**config.mk**
```make
export PLATFORM = sky130hd
export DESIGN_NAME = mem_port_arbiter_flat
export DESIGN_NICKNAME = d
export VERILOG_FILES = /design/src/rtl/mem_port_arbiter_if.sv /design/src/rtl/mem_port_arbiter.sv /design/src/flat_wrapper.sv
export SDC_FILE = /design/constraint.sdc
export NUM_CORES = 1
export LEC_CHECK = 0
export ABC_AREA = 1
export BUFFER_PORTS_ARGS = -buffer_cell sky130_fd_sc_hd__buf_2
export CORE_ASPECT_RATIO = 1.1
export CORE_MARGIN = 2
export CORE_UTILIZATION = 51
export DETAILED_ROUTE_END_ITERATION = 12
export GPL_TIMING_DRIVEN = 0
export PLACE_DENSITY = 0.85
export REMOVE_ABC_BUFFERS = 1
export SYNTH_ARGS = -nofsm -noshare
export SYNTH_HDL_FRONTEND = slang
export SYNTH_SLANG_ARGS = --single-unit
```
**constraint.sdc**
```tcl
create_clock -name clk -period 3.4 [get_ports clk]
set_input_delay 0.68 -clock clk [delete_from_list [all_inputs] [get_ports clk]]
set_output_delay 0.68 -clock clk [all_outputs]
set_load 0.02 [all_outputs]
```
**src/rtl/mem_port_arbiter_if.sv**
```systemverilog
// Bundle of pipeline-side and memory-side signals for mem_port_arbiter.
// The master modport is the arbiter; the slave modport is the pipeline plus memory.
interface mem_port_arbiter_if #(
    parameter int ADDR_WIDTH = 32,
    parameter int DATA_WIDTH = 32
);
    logic                      if_req;
    logic [ADDR_WIDTH-1:0]     if_addr;
    logic                      flush;
    logic                      if_done;
    logic [DATA_WIDTH-1:0]     if_rdata;
    logic                      me_req;
    logic                      me_we;
    logic [DATA_WIDTH/8-1:0]   me_wstrb;
    logic [ADDR_WIDTH-1:0]     me_addr;
    logic [DATA_WIDTH-1:0]     me_wdata;
    logic                      me_done;
    logic [DATA_WIDTH-1:0]     me_rdata;
    logic                      err;
    logic                      stall_if;
    logic                      stall_me;
    logic                      mem_req;
    logic                      mem_we;
    logic [DATA_WIDTH/8-1:0]   mem_wstrb;
    logic [ADDR_WIDTH-1:0]     mem_addr;
    logic [DATA_WIDTH-1:0]     mem_wdata;
    logic                      mem_ready;
    logic [DATA_WIDTH-1:0]     mem_rdata;

    modport master (
        input  if_req, if_addr, flush,
        input  me_req, me_we, me_wstrb, me_addr, me_wdata,
        input  mem_ready, mem_rdata,
        output if_done, if_rdata, me_done, me_rdata, err,
        output stall_if, stall_me,
        output mem_req, mem_we, mem_wstrb, mem_addr, mem_wdata
    );

    modport slave (
        output if_req, if_addr, flush,
        output me_req, me_we, me_wstrb, me_addr, me_wdata,
        output mem_ready, mem_rdata,
        input  if_done, if_rdata, me_done, me_rdata, err,
        input  stall_if, stall_me,
        input  mem_req, mem_we, mem_wstrb, mem_addr, mem_wdata
    );
endinterface

```
**src/rtl/mem_port_arbiter.sv**
```systemverilog
// Shares one single-port memory between the fetch (IF) and memory (ME) pipeline stages,
// with an IF starvation guard, flush discard of fetches and a transfer timeout.
module mem_port_arbiter #(
    parameter int ADDR_WIDTH = 32,
    parameter int DATA_WIDTH = 32,
    parameter int STARVE_MAX = 4,
    parameter int TIMEOUT    = 64
) (
    input  logic                 clk,
    input  logic                 rst_n,
    mem_port_arbiter_if.master   bus
);
    localparam int STRB_WIDTH = DATA_WIDTH / 8;
    localparam int SCW        = $clog2(STARVE_MAX + 1);
    localparam int TCW        = $clog2(TIMEOUT);

    typedef enum logic [1:0] {IDLE, IF_XFER, ME_XFER} state_t;

    state_t                  state_q, state_d;
    logic                    mem_req_q, mem_req_d;
    logic                    mem_we_q, mem_we_d;
    logic [STRB_WIDTH-1:0]   mem_wstrb_q, mem_wstrb_d;
    logic [ADDR_WIDTH-1:0]   mem_addr_q, mem_addr_d;
    logic [DATA_WIDTH-1:0]   mem_wdata_q, mem_wdata_d;
    logic                    if_done_q, if_done_d;
    logic                    me_done_q, me_done_d;
    logic                    err_q, err_d;
    logic [DATA_WIDTH-1:0]   if_rdata_q, if_rdata_d;
    logic [DATA_WIDTH-1:0]   me_rdata_q, me_rdata_d;
    logic [SCW-1:0]          starve_q, starve_d;
    logic [TCW-1:0]          tout_q, tout_d;
    logic                    discard_q, discard_d;

    logic if_ok, me_ok, starved, grant_if, grant_me;
    logic timed_out, finish, drop_if;

    // A requester is ignored in the cycle its own done pulse is showing.
    assign if_ok     = bus.if_req & ~if_done_q & ~bus.flush;
    assign me_ok     = bus.me_req & ~me_done_q;
    assign starved   = (starve_q == SCW'(STARVE_MAX));
    assign grant_me  = (state_q == IDLE) & me_ok & ~(if_ok & starved);
    assign grant_if  = (state_q == IDLE) & if_ok & ~grant_me;
    assign timed_out = (state_q != IDLE) & ~bus.mem_ready & (tout_q == TCW'(TIMEOUT - 1));
    assign finish    = (state_q != IDLE) & (bus.mem_ready | timed_out);
    assign drop_if   = (state_q == IF_XFER) & (discard_q | bus.flush);

    always_ff @(posedge clk or negedge rst_n) begin
        if (!rst_n) begin
            state_q     <= IDLE;
            mem_req_q   <= 1'b0;
            mem_we_q    <= 1'b0;
            mem_wstrb_q <= '0;
            mem_addr_q  <= '0;
            mem_wdata_q <= '0;
            if_done_q   <= 1'b0;
            me_done_q   <= 1'b0;
            err_q       <= 1'b0;
            if_rdata_q  <= '0;
            me_rdata_q  <= '0;
            starve_q    <= '0;
            tout_q      <= '0;
            discard_q   <= 1'b0;
        end else begin
            state_q     <= state_d;
            mem_req_q   <= mem_req_d;
            mem_we_q    <= mem_we_d;
            mem_wstrb_q <= mem_wstrb_d;
            mem_addr_q  <= mem_addr_d;
            mem_wdata_q <= mem_wdata_d;
            if_done_q   <= if_done_d;
            me_done_q   <= me_done_d;
            err_q       <= err_d;
            if_rdata_q  <= if_rdata_d;
            me_rdata_q  <= me_rdata_d;
            starve_q    <= starve_d;
            tout_q      <= tout_d;
            discard_q   <= discard_d;
        end
    end

    always_comb begin
        state_d     = state_q;
        mem_req_d   = mem_req_q;
        mem_we_d    = mem_we_q;
        mem_wstrb_d = mem_wstrb_q;
        mem_addr_d  = mem_addr_q;
        mem_wdata_d = mem_wdata_q;
        if_done_d   = 1'b0;
        me_done_d   = 1'b0;
        err_d       = 1'b0;
        if_rdata_d  = if_rdata_q;
        me_rdata_d  = me_rdata_q;
        starve_d    = starve_q;
        tout_d      = tout_q;
        discard_d   = discard_q;

        case (state_q)
            IDLE: begin
                if (grant_me) begin
                    state_d     = ME_XFER;
                    mem_req_d   = 1'b1;
                    mem_we_d    = bus.me_we;
                    mem_wstrb_d = bus.me_we ? bus.me_wstrb : '0;
                    mem_addr_d  = bus.me_addr;
                    mem_wdata_d = bus.me_wdata;
                    tout_d      = '0;
                end else if (grant_if) begin
                    state_d     = IF_XFER;
                    mem_req_d   = 1'b1;
                    mem_we_d    = 1'b0;
                    mem_wstrb_d = '0;
                    mem_addr_d  = bus.if_addr;
                    mem_wdata_d = '0;
                    tout_d      = '0;
                end
            end
            IF_XFER, ME_XFER: begin
                // A timeout completes like a normal transfer but returns zero data and flags err.
                if (finish) begin
                    state_d   = IDLE;
                    mem_req_d = 1'b0;
                    discard_d = 1'b0;
                    if (state_q == IF_XFER) begin
                        if (!drop_if) begin
                            if_done_d  = 1'b1;
                            err_d      = timed_out;
                            if_rdata_d = bus.mem_ready ? bus.mem_rdata : '0;
                        end
                    end else begin
                        me_done_d = 1'b1;
                        err_d     = timed_out;
                        if (!mem_we_q) begin
                            me_rdata_d = bus.mem_ready ? bus.mem_rdata : '0;
                        end
                    end
                end else begin
                    tout_d = tout_q + TCW'(1);
                    if (state_q == IF_XFER && bus.flush) begin
                        discard_d = 1'b1;
                    end
                end
            end
            default: begin
                state_d   = IDLE;
                mem_req_d = 1'b0;
            end
        endcase

        // Counts ME wins while IF is asking; any IF win or an idle IF clears it.
        if (!bus.if_req || grant_if) begin
            starve_d = '0;
        end else if (grant_me && !starved) begin
            starve_d = starve_q + SCW'(1);
        end
    end

    assign bus.if_done   = if_done_q;
    assign bus.if_rdata  = if_rdata_q;
    assign bus.me_done   = me_done_q;
    assign bus.me_rdata  = me_rdata_q;
    assign bus.err       = err_q;
    assign bus.stall_if  = bus.if_req & ~if_done_q;
    assign bus.stall_me  = bus.me_req & ~me_done_q;
    assign bus.mem_req   = mem_req_q;
    assign bus.mem_we    = mem_we_q;
    assign bus.mem_wstrb = mem_wstrb_q;
    assign bus.mem_addr  = mem_addr_q;
    assign bus.mem_wdata = mem_wdata_q;
endmodule
```
**src/flat_wrapper.sv**
```systemverilog
// flat-port wrapper written by rule: the top's interface ports become plain ports
module mem_port_arbiter_flat 
#(
    parameter int ADDR_WIDTH = 32,
    parameter int DATA_WIDTH = 32,
    parameter int STARVE_MAX = 4,
    parameter int TIMEOUT    = 64
)
  (clk, rst_n, bus_if_req, bus_if_addr, bus_flush, bus_me_req, bus_me_we, bus_me_wstrb, bus_me_addr, bus_me_wdata, bus_mem_ready, bus_mem_rdata, bus_if_done, bus_if_rdata, bus_me_done, bus_me_rdata, bus_err, bus_stall_if, bus_stall_me, bus_mem_req, bus_mem_we, bus_mem_wstrb, bus_mem_addr, bus_mem_wdata);
  mem_port_arbiter_if #(.ADDR_WIDTH(ADDR_WIDTH), .DATA_WIDTH(DATA_WIDTH)) bus_i ();
  input  logic clk;
  input  logic rst_n;
  input wire logic [$bits(bus_i.if_req)-1:0] bus_if_req;
  input wire logic [$bits(bus_i.if_addr)-1:0] bus_if_addr;
  input wire logic [$bits(bus_i.flush)-1:0] bus_flush;
  input wire logic [$bits(bus_i.me_req)-1:0] bus_me_req;
  input wire logic [$bits(bus_i.me_we)-1:0] bus_me_we;
  input wire logic [$bits(bus_i.me_wstrb)-1:0] bus_me_wstrb;
  input wire logic [$bits(bus_i.me_addr)-1:0] bus_me_addr;
  input wire logic [$bits(bus_i.me_wdata)-1:0] bus_me_wdata;
  input wire logic [$bits(bus_i.mem_ready)-1:0] bus_mem_ready;
  input wire logic [$bits(bus_i.mem_rdata)-1:0] bus_mem_rdata;
  output wire logic [$bits(bus_i.if_done)-1:0] bus_if_done;
  output wire logic [$bits(bus_i.if_rdata)-1:0] bus_if_rdata;
  output wire logic [$bits(bus_i.me_done)-1:0] bus_me_done;
  output wire logic [$bits(bus_i.me_rdata)-1:0] bus_me_rdata;
  output wire logic [$bits(bus_i.err)-1:0] bus_err;
  output wire logic [$bits(bus_i.stall_if)-1:0] bus_stall_if;
  output wire logic [$bits(bus_i.stall_me)-1:0] bus_stall_me;
  output wire logic [$bits(bus_i.mem_req)-1:0] bus_mem_req;
  output wire logic [$bits(bus_i.mem_we)-1:0] bus_mem_we;
  output wire logic [$bits(bus_i.mem_wstrb)-1:0] bus_mem_wstrb;
  output wire logic [$bits(bus_i.mem_addr)-1:0] bus_mem_addr;
  output wire logic [$bits(bus_i.mem_wdata)-1:0] bus_mem_wdata;
  assign bus_i.if_req = bus_if_req;
  assign bus_i.if_addr = bus_if_addr;
  assign bus_i.flush = bus_flush;
  assign bus_i.me_req = bus_me_req;
  assign bus_i.me_we = bus_me_we;
  assign bus_i.me_wstrb = bus_me_wstrb;
  assign bus_i.me_addr = bus_me_addr;
  assign bus_i.me_wdata = bus_me_wdata;
  assign bus_i.mem_ready = bus_mem_ready;
  assign bus_i.mem_rdata = bus_mem_rdata;
  assign bus_if_done = bus_i.if_done;
  assign bus_if_rdata = bus_i.if_rdata;
  assign bus_me_done = bus_i.me_done;
  assign bus_me_rdata = bus_i.me_rdata;
  assign bus_err = bus_i.err;
  assign bus_stall_if = bus_i.stall_if;
  assign bus_stall_me = bus_i.stall_me;
  assign bus_mem_req = bus_i.mem_req;
  assign bus_mem_we = bus_i.mem_we;
  assign bus_mem_wstrb = bus_i.mem_wstrb;
  assign bus_mem_addr = bus_i.mem_addr;
  assign bus_mem_wdata = bus_i.mem_wdata;
  mem_port_arbiter #(.ADDR_WIDTH(ADDR_WIDTH), .DATA_WIDTH(DATA_WIDTH), .STARVE_MAX(STARVE_MAX), .TIMEOUT(TIMEOUT)) u_core (.clk(clk), .rst_n(rst_n), .bus(bus_i));
endmodule
```
==> results_dict.tcl, run 1 <==
set metrics [dict create \
    synth-main-ff-cell "dfrtp_1" \
    post-dp-hpwl_um 12500 \
    finalClockSkew_ns 0.00565 \
    grt_usage_pct 27.5 \
    die_h_um 122 \
    dieArea_um2 13600 \
    ys_warn_count 0 \
    cp_data_arrival_time_ns 3.34 \
    start_util_pct 51.8 \
    period_needed_ns 3.03 \
    antennaDiodeCount 0 \
    io_pins 278 \
    seq_power_share_pct 34.7 \
    r2r_cells 9 \
    worstMarginPinSlew_ns 1.17 \
    cts_buffers 17 \
    routed_wl_um 18300 \
    power.density_nw_per_um2 954 \
    finalHoldViolCount 0 \
    synth_top_area_share_pct 57.7 \
    p_switching_mw 3.48 \
    num_vias 6149 \
    worst_setup_path_start_kind "input pin" \
    core_area_um2 12500 \
    relSlewSlack_pct 22.2 \
    cap_violations 0 \
    drv_slew 0 \
    synth_edf_count 0 \
    setup_viol 0 \
    switching_share_pct 42.6 \
    seq_area_frac_synth_pct 57.7 \
    clkSinkCount 149 \
    ys_types 24 \
    crit_fanout 34 \
    postSynthCellCount 773 \
    place_congestion 0.821 \
    critPathKind "input pin to register" \
    pwr-share-comb_pct 41.4 \
    drive_gt1_share_pct 31.4 \
    clockPowerShare_pct 23.9 \
    synth.most_common_cell "nand2_1" \
    clk_latency_ns 0.42 \
    cts_buffer_depth 2 \
    r2r_end "u_core.bus.if_rdata[1]" \
    grt_max_degree 81 \
    p_int_mw 4.69 \
    dpl_worst_slack_ns -0.603 \
    reg2reg_slack_ns 0.42 \
    post-route-util_pct 68.6 \
    min_period_over_period_pct 89.2 \
    r2r_start "u_core.tout_q[0]" \
    status "finished, final reports clean" \
    yosys.area.top_type "dfrtp_1" \
    cts_tree "done" \
    layout.nets 1175 \
    peakVddDrop_mv 0.519 \
    final_cell_count_no_fill 1200 \
    synth.top_cells.by_count "311 x nand2_1, 149 x dfrtp_1, 54 x inv_1, 47 x nor2_1" \
    rsz0062_at_grt "no" \
    crit_required_ns 3.71 \
    synthesis.area_um2 6460 \
    cts_root_buf "clkbuf_16" \
    netlist_top_cells_area "dfrtp_1 58%, nand2_1 18%, nand4_1 3.3%" \
    finalSetupTns_ns 0 \
    p_total_mw 8.17 \
    firstDrtPassIters 5 \
    placedCellCount 1168 \
    first_iter_violations 427 \
    grt_pass1_vias 5914 \
    ys_ff_latch 149 \
    fin_ws_ns 0.366 \
    die_x_um 111 \
    drtAntennaViolNets 0 \
    clk_pin_slew_worst_paths_ns 0.06 \
    drc 0 \
    async_flop_share_pct 100 \
    wl_per_cell_um 15.3 \
    grt_antenna_before_repair 0 \
    grt_pass1_wl_um 29500 \
    vias_per_cell 5.12 \
    synthToLayoutAreaGrowth_pct 32.5 \
    port_buffers 277 \
    syn_avg_cell_area_um2 8.36 \
    grt_overflow 0 \
    end_kind "register" \
    h-tree-depth 4 \
    hold_path_class "input pin to async pin" \
    fmax_mhz 330 \
    leakage_nw 4.97 \
    rows 43 \
]
[per-layer routing]
metal  part of all wire [%]  vias to the layer above  GRT usage [%]
met2                     47                      266           43.7
met3                    8.6                       42           8.81
met1                     41                     2877           34.9
met4                    3.0                        0           12.1
li1                       -                     2964              -
met5                      0                        -              0
[worst max-delay path: stages]
cell and delay [ns]:
buf_2 0.50, inv_1 0.22, a21oi_4 0.76, nand2_2 0.62, buf_12 0.36, nand2_1 0.10
o21ai_2 0.06
[worst max-delay path by stage]
stage / slack, ns / startpoint / to / cells after the start
6_report: 0.37 / bus_mem_ready / u_core.bus.if_rdata[1] / 7
5_1_grt: 0.09 / bus_mem_ready / u_core.bus.me_rdata[8] / 6
4_1_cts: 0.05 / u_core.state_q[0] / u_core.bus.if_rdata[1] / 8
3_5_place_dp: -0.60 / bus_flush / u_core.bus.mem_wdata[19] / 9
3_3_place_gp: -0.92 / bus_mem_ready / u_core.bus.if_rdata[1] / 6
2_1_floorplan: 0.34 / u_core.state_q[0] / u_core.bus.if_rdata[0] / 7
[final cells by class]
| cell class | instances | area (um^2) |
|---|---|---|
| fillers | 1054 | 3920 |
| flip-flops and latches | 149 | 3730 |
| multi-input cells | 524 | 2330 |
| repair buffers | 281 | 1470 |
| clock buffers | 21 | 470 |
| inverters | 57 | 214 |
| well taps | 157 | 196 |
| clock inverters | 11 | 148 |
[logic make-up (layout without fill, tap and decap cells)]
family,Yosys count,count (layout),share of synthesized area (%)
AOI/OAI and AO/OA,104,104,8.48
xor gates and xnor gates,4,4,0.542
DFF,149,149,57.7
adders and majority gates,6,6,1.16
buffers and inverters,100,370,6.49
and+or+nand+nor,410,410,25.6
[cell usage in the layout (no fill, tap or decap), types with 3 or more instances in the layout]
master      count
inv_1          54
buf_2         276
nand2_2         3
dfrtp_1       149
clkbuf_16      17
clkbuf_8        3
nor2_1         46
a21oi_1        34
ha_1            5
bufinv_16       3
nand2_1       308
o21ai_1        29
o21ai_2         4
nand3_1        13
nand4_1        34
inv_2           3
o21ai_0        34
clkinvlp_4      4
[flip-flops by register name, summed over array words and instances, names as in the netlist]
| signal | cells |
|---|---|
| u_core.bus.mem_wdata | 32 |
| u_core.state_q | 2 |
| u_core.bus.mem_we | 1 |
| u_core.bus.me_done | 1 |
| u_core.bus.me_rdata | 32 |
| u_core.discard_q | 1 |
| u_core.bus.mem_addr | 32 |
| u_core.bus.err | 1 |
| u_core.bus.if_rdata | 32 |
| u_core.bus.if_done | 1 |
| u_core.bus.mem_wstrb | 4 |
| u_core.tout_q | 6 |
| u_core.bus.mem_req | 1 |
| u_core.starve_q | 3 |
[what timing repair did]
| item | in CTS | in global routing |
|---|---|---|
| setup endpoints to repair | 41 | 68 |
| gates resized for setup | 2 | 2 |
| hold buffers | 0 | 0 |
| pin swaps | 0 | 0 |
| cloned | 0 | 0 |
| buffers inserted | 0 | 0 |
[power by group through the flow]
stage | Sequential, mW | Clock [mW] | Combinational, mW
finish | 2.83 | 1.95 | 3.38
global route | 2.92 | 2.06 | 3.72
CTS | 2.83 | 1.98 | 3.39
detailed placement | 2.84 | 0 | 3.38
global placement | 2.80 | 0 | 3.27
floorplan | 3.65 | 0 | 1.21
[through the flow]
stage                     hold slack [ns]  area (um^2)
after floorplan                     0.384         6250
after global placement              0.449         7840
after detailed placement            0.453         7930
after CTS                           0.279         8560
after global routing                0.309         8560
final                               0.255         8560
Power figures use the tool's default switching activity.
==> run 2: changes to the inputs <==
--- a/config.mk
+++ b/config.mk
@@ -12,7 +12,7 @@
 export CORE_UTILIZATION = 51
 export DETAILED_ROUTE_END_ITERATION = 12
 export GPL_TIMING_DRIVEN = 0
-export PLACE_DENSITY = 0.85
+export PLACE_DENSITY = 0.88
 export REMOVE_ABC_BUFFERS = 1
 export SYNTH_ARGS = -nofsm -noshare
 export SYNTH_HDL_FRONTEND = slang
==> run 2 against run 1 <==
  * Global-route usage down 0.60 points
  * Sequential power barely moved
  * Non-clock buffer count unchanged
  * Worst setup slack improved by 0.019 ns
  * Largest cell class unchanged
==> results_dict.tcl, run 2 (synthesis results as in run 1) <==
set metrics [dict create \
    post-route-util_pct 68.1 \
    crit_path_start "bus_mem_ready" \
    period_needed_ns 3.01 \
    drtAntennaViolNets 0 \
    die_x_um 111 \
    vias_per_cell 5.08 \
    fmax_mhz 332 \
    place_congestion 0.853 \
    p_total_mw 7.96 \
    start_util_pct 51.8 \
    finalSetupTns_ns 0 \
    status "finished, final reports clean" \
    finalHoldViolCount 0 \
    final_common_cell "nand2_1" \
    end_kind "register" \
    wl_per_cell_um 15.2 \
    cts_root_buf "clkbuf_16" \
    placedCellCount 1168 \
    r2r_start "u_core.tout_q[0]" \
    synthToLayoutAreaGrowth_pct 31.5 \
    fin_hold_ws_ns 0.237 \
    grt_max_degree 87 \
    port_buffers 277 \
    peakVddDrop_mv 0.487 \
    crit_fanout 34 \
    critPathKind "input pin to register" \
    first_iter_violations 489 \
    cts_tree "done" \
    firstDrtPassIters 4 \
    grt_usage_pct 26.9 \
    drc 0 \
    io_pins 278 \
    cap_violations 0 \
    layout_common_cells "308 x nand2_1, 276 x buf_2, 149 x dfrtp_1" \
    grt_pass1_vias 5786 \
    clkSinkCount 149 \
    grt_pass1_wl_um 28800 \
    worst_setup_path_start_kind "input pin" \
    power.density_nw_per_um2 937 \
    core_area_um2 12500 \
    dieArea_um2 13600 \
    fin_area_um2 8500 \
    clk_latency_ns 0.41 \
    finalClockSkew_ns 0.00655 \
    rsz0062_at_grt "no" \
    drive_gt1_share_pct 31.3 \
    rows 43 \
    routed_wl_um 18300 \
    die_h_um 122 \
    fin_ws_ns 0.385 \
    crit_required_ns 3.69 \
    grt_antenna_before_repair 2 \
    post-dp-hpwl_um 12800 \
    h-tree-depth 4 \
    hold_path_class "input pin to async pin" \
    cts_buffers 17 \
    layout.nets 1175 \
    cts_setup_buffers 0 \
    drv_slew 0 \
    setup_viol 0 \
    num_vias 6103 \
    cp_data_arrival_time_ns 3.31 \
    cts_buffer_depth 2 \
    dpl_worst_slack_ns -0.626 \
    leakage_nw 4.94 \
    worstMarginPinSlew_ns 1.17 \
    min_period_over_period_pct 88.7 \
    relSlewSlack_pct 22.1 \
    clk_pin_slew_worst_paths_ns 0.06 \
    final_cell_count_no_fill 1201 \
    placed_area_um2 7930 \
    grt_overflow 0 \
]
==> run 2: cell count changes in the layout (fill, tap and decap cells not counted) <==
cell,before,now
bufinv_16,3,1
clkbuf_8,3,1
clkinv_4,0,1
diode_2,0,2
clkinv_2,2,4
==> run 2: area by class of cell <==
| type | count | area [um^2] |
|---|---|---|
| antenna | 2 | 5.00 |
| fill | 1033 | 3990 |
| clock inverter | 12 | 106 |
| timing repair buffer | 281 | 1470 |
| clock buffer | 19 | 443 |
| tap | 157 | 196 |
| sequential | 149 | 3730 |
| inverter | 57 | 214 |
| multi-input combinational | 524 | 2330 |
==> run 2: power breakdown <==
group          internal [mW]  switching [mW]
Clock                   1.02           0.732
Sequential              2.46           0.370
Combinational           1.01            2.36
==> run 2: final timing paths <==
check,slack [ns],cells after the start,end
setup / recovery,0.39,6,u_core.bus.me_rdata[14]
hold / removal,0.24,1,u_core.bus.if_rdata[13]
setup reg to reg,0.45,8,u_core.bus.me_rdata[14]
hold reg to reg,0.47,2,u_core.bus.me_rdata[21]
max in group asynchronous,2.35,2,u_core.bus.mem_addr[31]
min in group clk,0.46,3,u_core.bus.mem_wdata[7]
==> run 2: what timing repair did <==
item,in CTS,in global routing
resized for setup,2,2
setup endpoints to repair,57,67
hold buffers,0,0
==> run 2: routing by layer <==
layer	GRT usage [%]	part of all wire (%)	wire length (um)
met5	0	0	0
met4	10.8	2.5	462
met3	7.46	8.2	1490
met2	44.5	49	8870
met1	33.8	41	7460
==> run 2: worst max-delay path: stages <==
cell,delay (ns)
buf_2,0.49
inv_1,0.21
a21oi_4,0.77
nand3_2,0.80
nand2_1,0.24
nand2_1,0.09
==> run 3: changes to the inputs <==
--- a/config.mk
+++ b/config.mk
@@ -10,6 +10,7 @@
 export CORE_ASPECT_RATIO = 1.1
 export CORE_MARGIN = 2
 export CORE_UTILIZATION = 51
+export CTS_CLUSTER_DIAMETER = 30
 export DETAILED_ROUTE_END_ITERATION = 12
 export GPL_TIMING_DRIVEN = 0
 export PLACE_DENSITY = 0.88
==> constraint.sdc (replaced) <==
create_clock -name clk -period 3.4 [get_ports clk]
set_input_delay 0.17 -clock clk [delete_from_list [all_inputs] [get_ports clk]]
set_output_delay 0.17 -clock clk [all_outputs]
set_load 0.02 [all_outputs]
==> run 3 against run 2 <==
  * Total power increased by 2.8%
  * Combinational power increased by 5%
  * Clock-buffer cell count unchanged
==> results_dict.tcl, run 3 (synthesis results as in run 1) <==
set metrics [dict create \
    status "finished, final reports clean" \
    finalHoldViolCount 0 \
    critical_path.most_common_cell "nand2_1" \
    use_met1_pct 36.8 \
    start_util_pct 51.8 \
    cts_buffers 17 \
    rows 43 \
    leakage_nw 5.18 \
    synthToLayoutAreaGrowth_pct 40.5 \
    post-dp-hpwl_um 12800 \
    num_vias 6704 \
    met3_usage_pct 9.80 \
    busiest_layer "met2" \
    clk_latency_ns 0.42 \
    min_period_over_period_pct 86.4 \
    die_h_um 122 \
    min_path_cells 3 \
    firstDrtPassIters 6 \
    r2r_start "u_core.tout_q[0]" \
    drtAntennaViolNets 0 \
    r2r_end "u_core.bus.me_rdata[8]" \
    cap_violations 0 \
    end_kind "register" \
    clkSinkCount 149 \
    drc 0 \
    power.density_nw_per_um2 901 \
    worstMarginPinSlew_ns 1.20 \
    hp-start "bus_me_addr[31]" \
    wl_per_cell_um 17.1 \
    grt_use_met2_pct 51.4 \
    clk_pin_slew_worst_paths_ns 0.06 \
    grt_pass1_wl_um 33500 \
    placed_area_um2 7930 \
    cp_slowest_stage_delay_ns 0.79 \
    grt_max_degree 87 \
    h-tree-depth 4 \
    crit_required_ns 3.70 \
    vias_per_cell 5.32 \
    crit_fanout 34 \
    layout_common_cells "308 x nand2_1, 276 x buf_2, 149 x dfrtp_1" \
    fin_ws_ns 0.461 \
    cp_slowest_cell "nand3_2" \
    layout.nets 1233 \
    port_buffers 277 \
    critPathKind "register to register" \
    dpl_worst_slack_ns -0.368 \
    min_to "u_core.bus.mem_addr[31]" \
    fin_area_um2 9080 \
    grt_antenna_before_repair 2 \
    drive_gt1_share_pct 29.6 \
    cp_cell_sequence "ha_1, nand3_2, inv_2, nand2_1, a21oi_4, nand3_2, nand2_1, nand2_1" \
    peakVddDrop_mv 0.476 \
    worst_setup_path_start_kind "register" \
    fin_hold_ws_ns 0.0151 \
    cts_root_buf "clkbuf_16" \
    finalClockSkew_ns 0.00992 \
    reg2reg_slack_ns 0.46 \
    grt_pass1_vias 6597 \
    setup_viol 0 \
    routed_wl_um 21600 \
    cts_buffer_depth 2 \
    period_needed_ns 2.94 \
    drv_slew 0 \
    place_congestion 0.853 \
    hold_path_class "input pin to register" \
    r2r_cells 8 \
    cts_tree "done" \
    first_iter_violations 739 \
    grt_overflow 0 \
    relSlewSlack_pct 20.0 \
    io_pins 278 \
    die_x_um 111 \
    cts_setup_buffers 0 \
    final_common_cell "nand2_1" \
    grt_usage_pct 31.5 \
    core_area_um2 12500 \
    cp_data_arrival_time_ns 3.24 \
    fmax_mhz 340 \
    finalSetupTns_ns 0 \
    dieArea_um2 13600 \
    rsz0062_at_grt "no" \
]
==> run 3: cell count changes in the layout (fill, tap and decap cells not counted) <==
cell,change
dlygate4sd3_1,+58
==> run 3: cell type report <==
type | count | area, um^2
Sequential cell | 149 | 3730
Antenna cell | 2 | 5.00
Tap cell | 157 | 196
Timing Repair Buffer | 339 | 2050
Fill cell | 919 | 3400
Clock inverter | 12 | 106
Inverter | 57 | 214
Clock buffer | 19 | 443
Multi-Input combinational cell | 524 | 2330
==> run 3: power breakdown <==
group	total (mW)	switching (mW)	internal, mW
Sequential	2.87	0.412	2.46
Combinational	3.54	2.49	1.06
Clock	1.76	0.742	1.02
==> run 3: worst max path at each step <==
stage / startpoint / end
2_1_floorplan: u_core.state_q[0] / u_core.bus.if_rdata[0]
3_3_place_gp: u_core.state_q[0] / u_core.bus.me_rdata[28]
3_5_place_dp: u_core.state_q[0] / u_core.bus.mem_wdata[2]
4_1_cts: u_core.state_q[0] / u_core.bus.if_rdata[26]
5_1_grt: u_core.tout_q[0] / u_core.bus.me_rdata[14]
6_report: u_core.tout_q[0] / u_core.bus.me_rdata[8]
==> run 3: through the flow <==
stage / std cells / util (%) / total power [mW]
3_5_place_dp: 1168 / 63.5 / 6.22
3_3_place_gp: 1164 / 62.8 / 6.06
2_1_floorplan: 730 / - / 4.86
5_1_grt: 1259 / 72.7 / 8.63
6_report: 1259 / 72.7 / 8.18
4_1_cts: 1257 / 72.6 / 8.06
==> run 3: metal layers <==
layer / vias up / routed length (um)
li1: 3080 / -
met1: 3092 / 7900
met2: 434 / 10400
met3: 98 / 2130
met4: 0 / 1140
met5: - / 0
==> run 3: critical path: cells and delay by family (launching register included) <==
kind | cells | cell delay [ns]
DFF | 1 | 0.44
AOI/OAI and AO/OA | 1 | 0.73
buffers and inverters | 1 | 0.08
adders and majority gates | 1 | 0.23
and+or+nand+nor | 5 | 1.32
==> run 3: timing repair <==
action                                  in CTS  in global routing
endpoints found under the setup margin      53                 67
endpoints found under the hold margin      120                  0
gates resized for setup                      2                  2
hold buffers                                58                  0
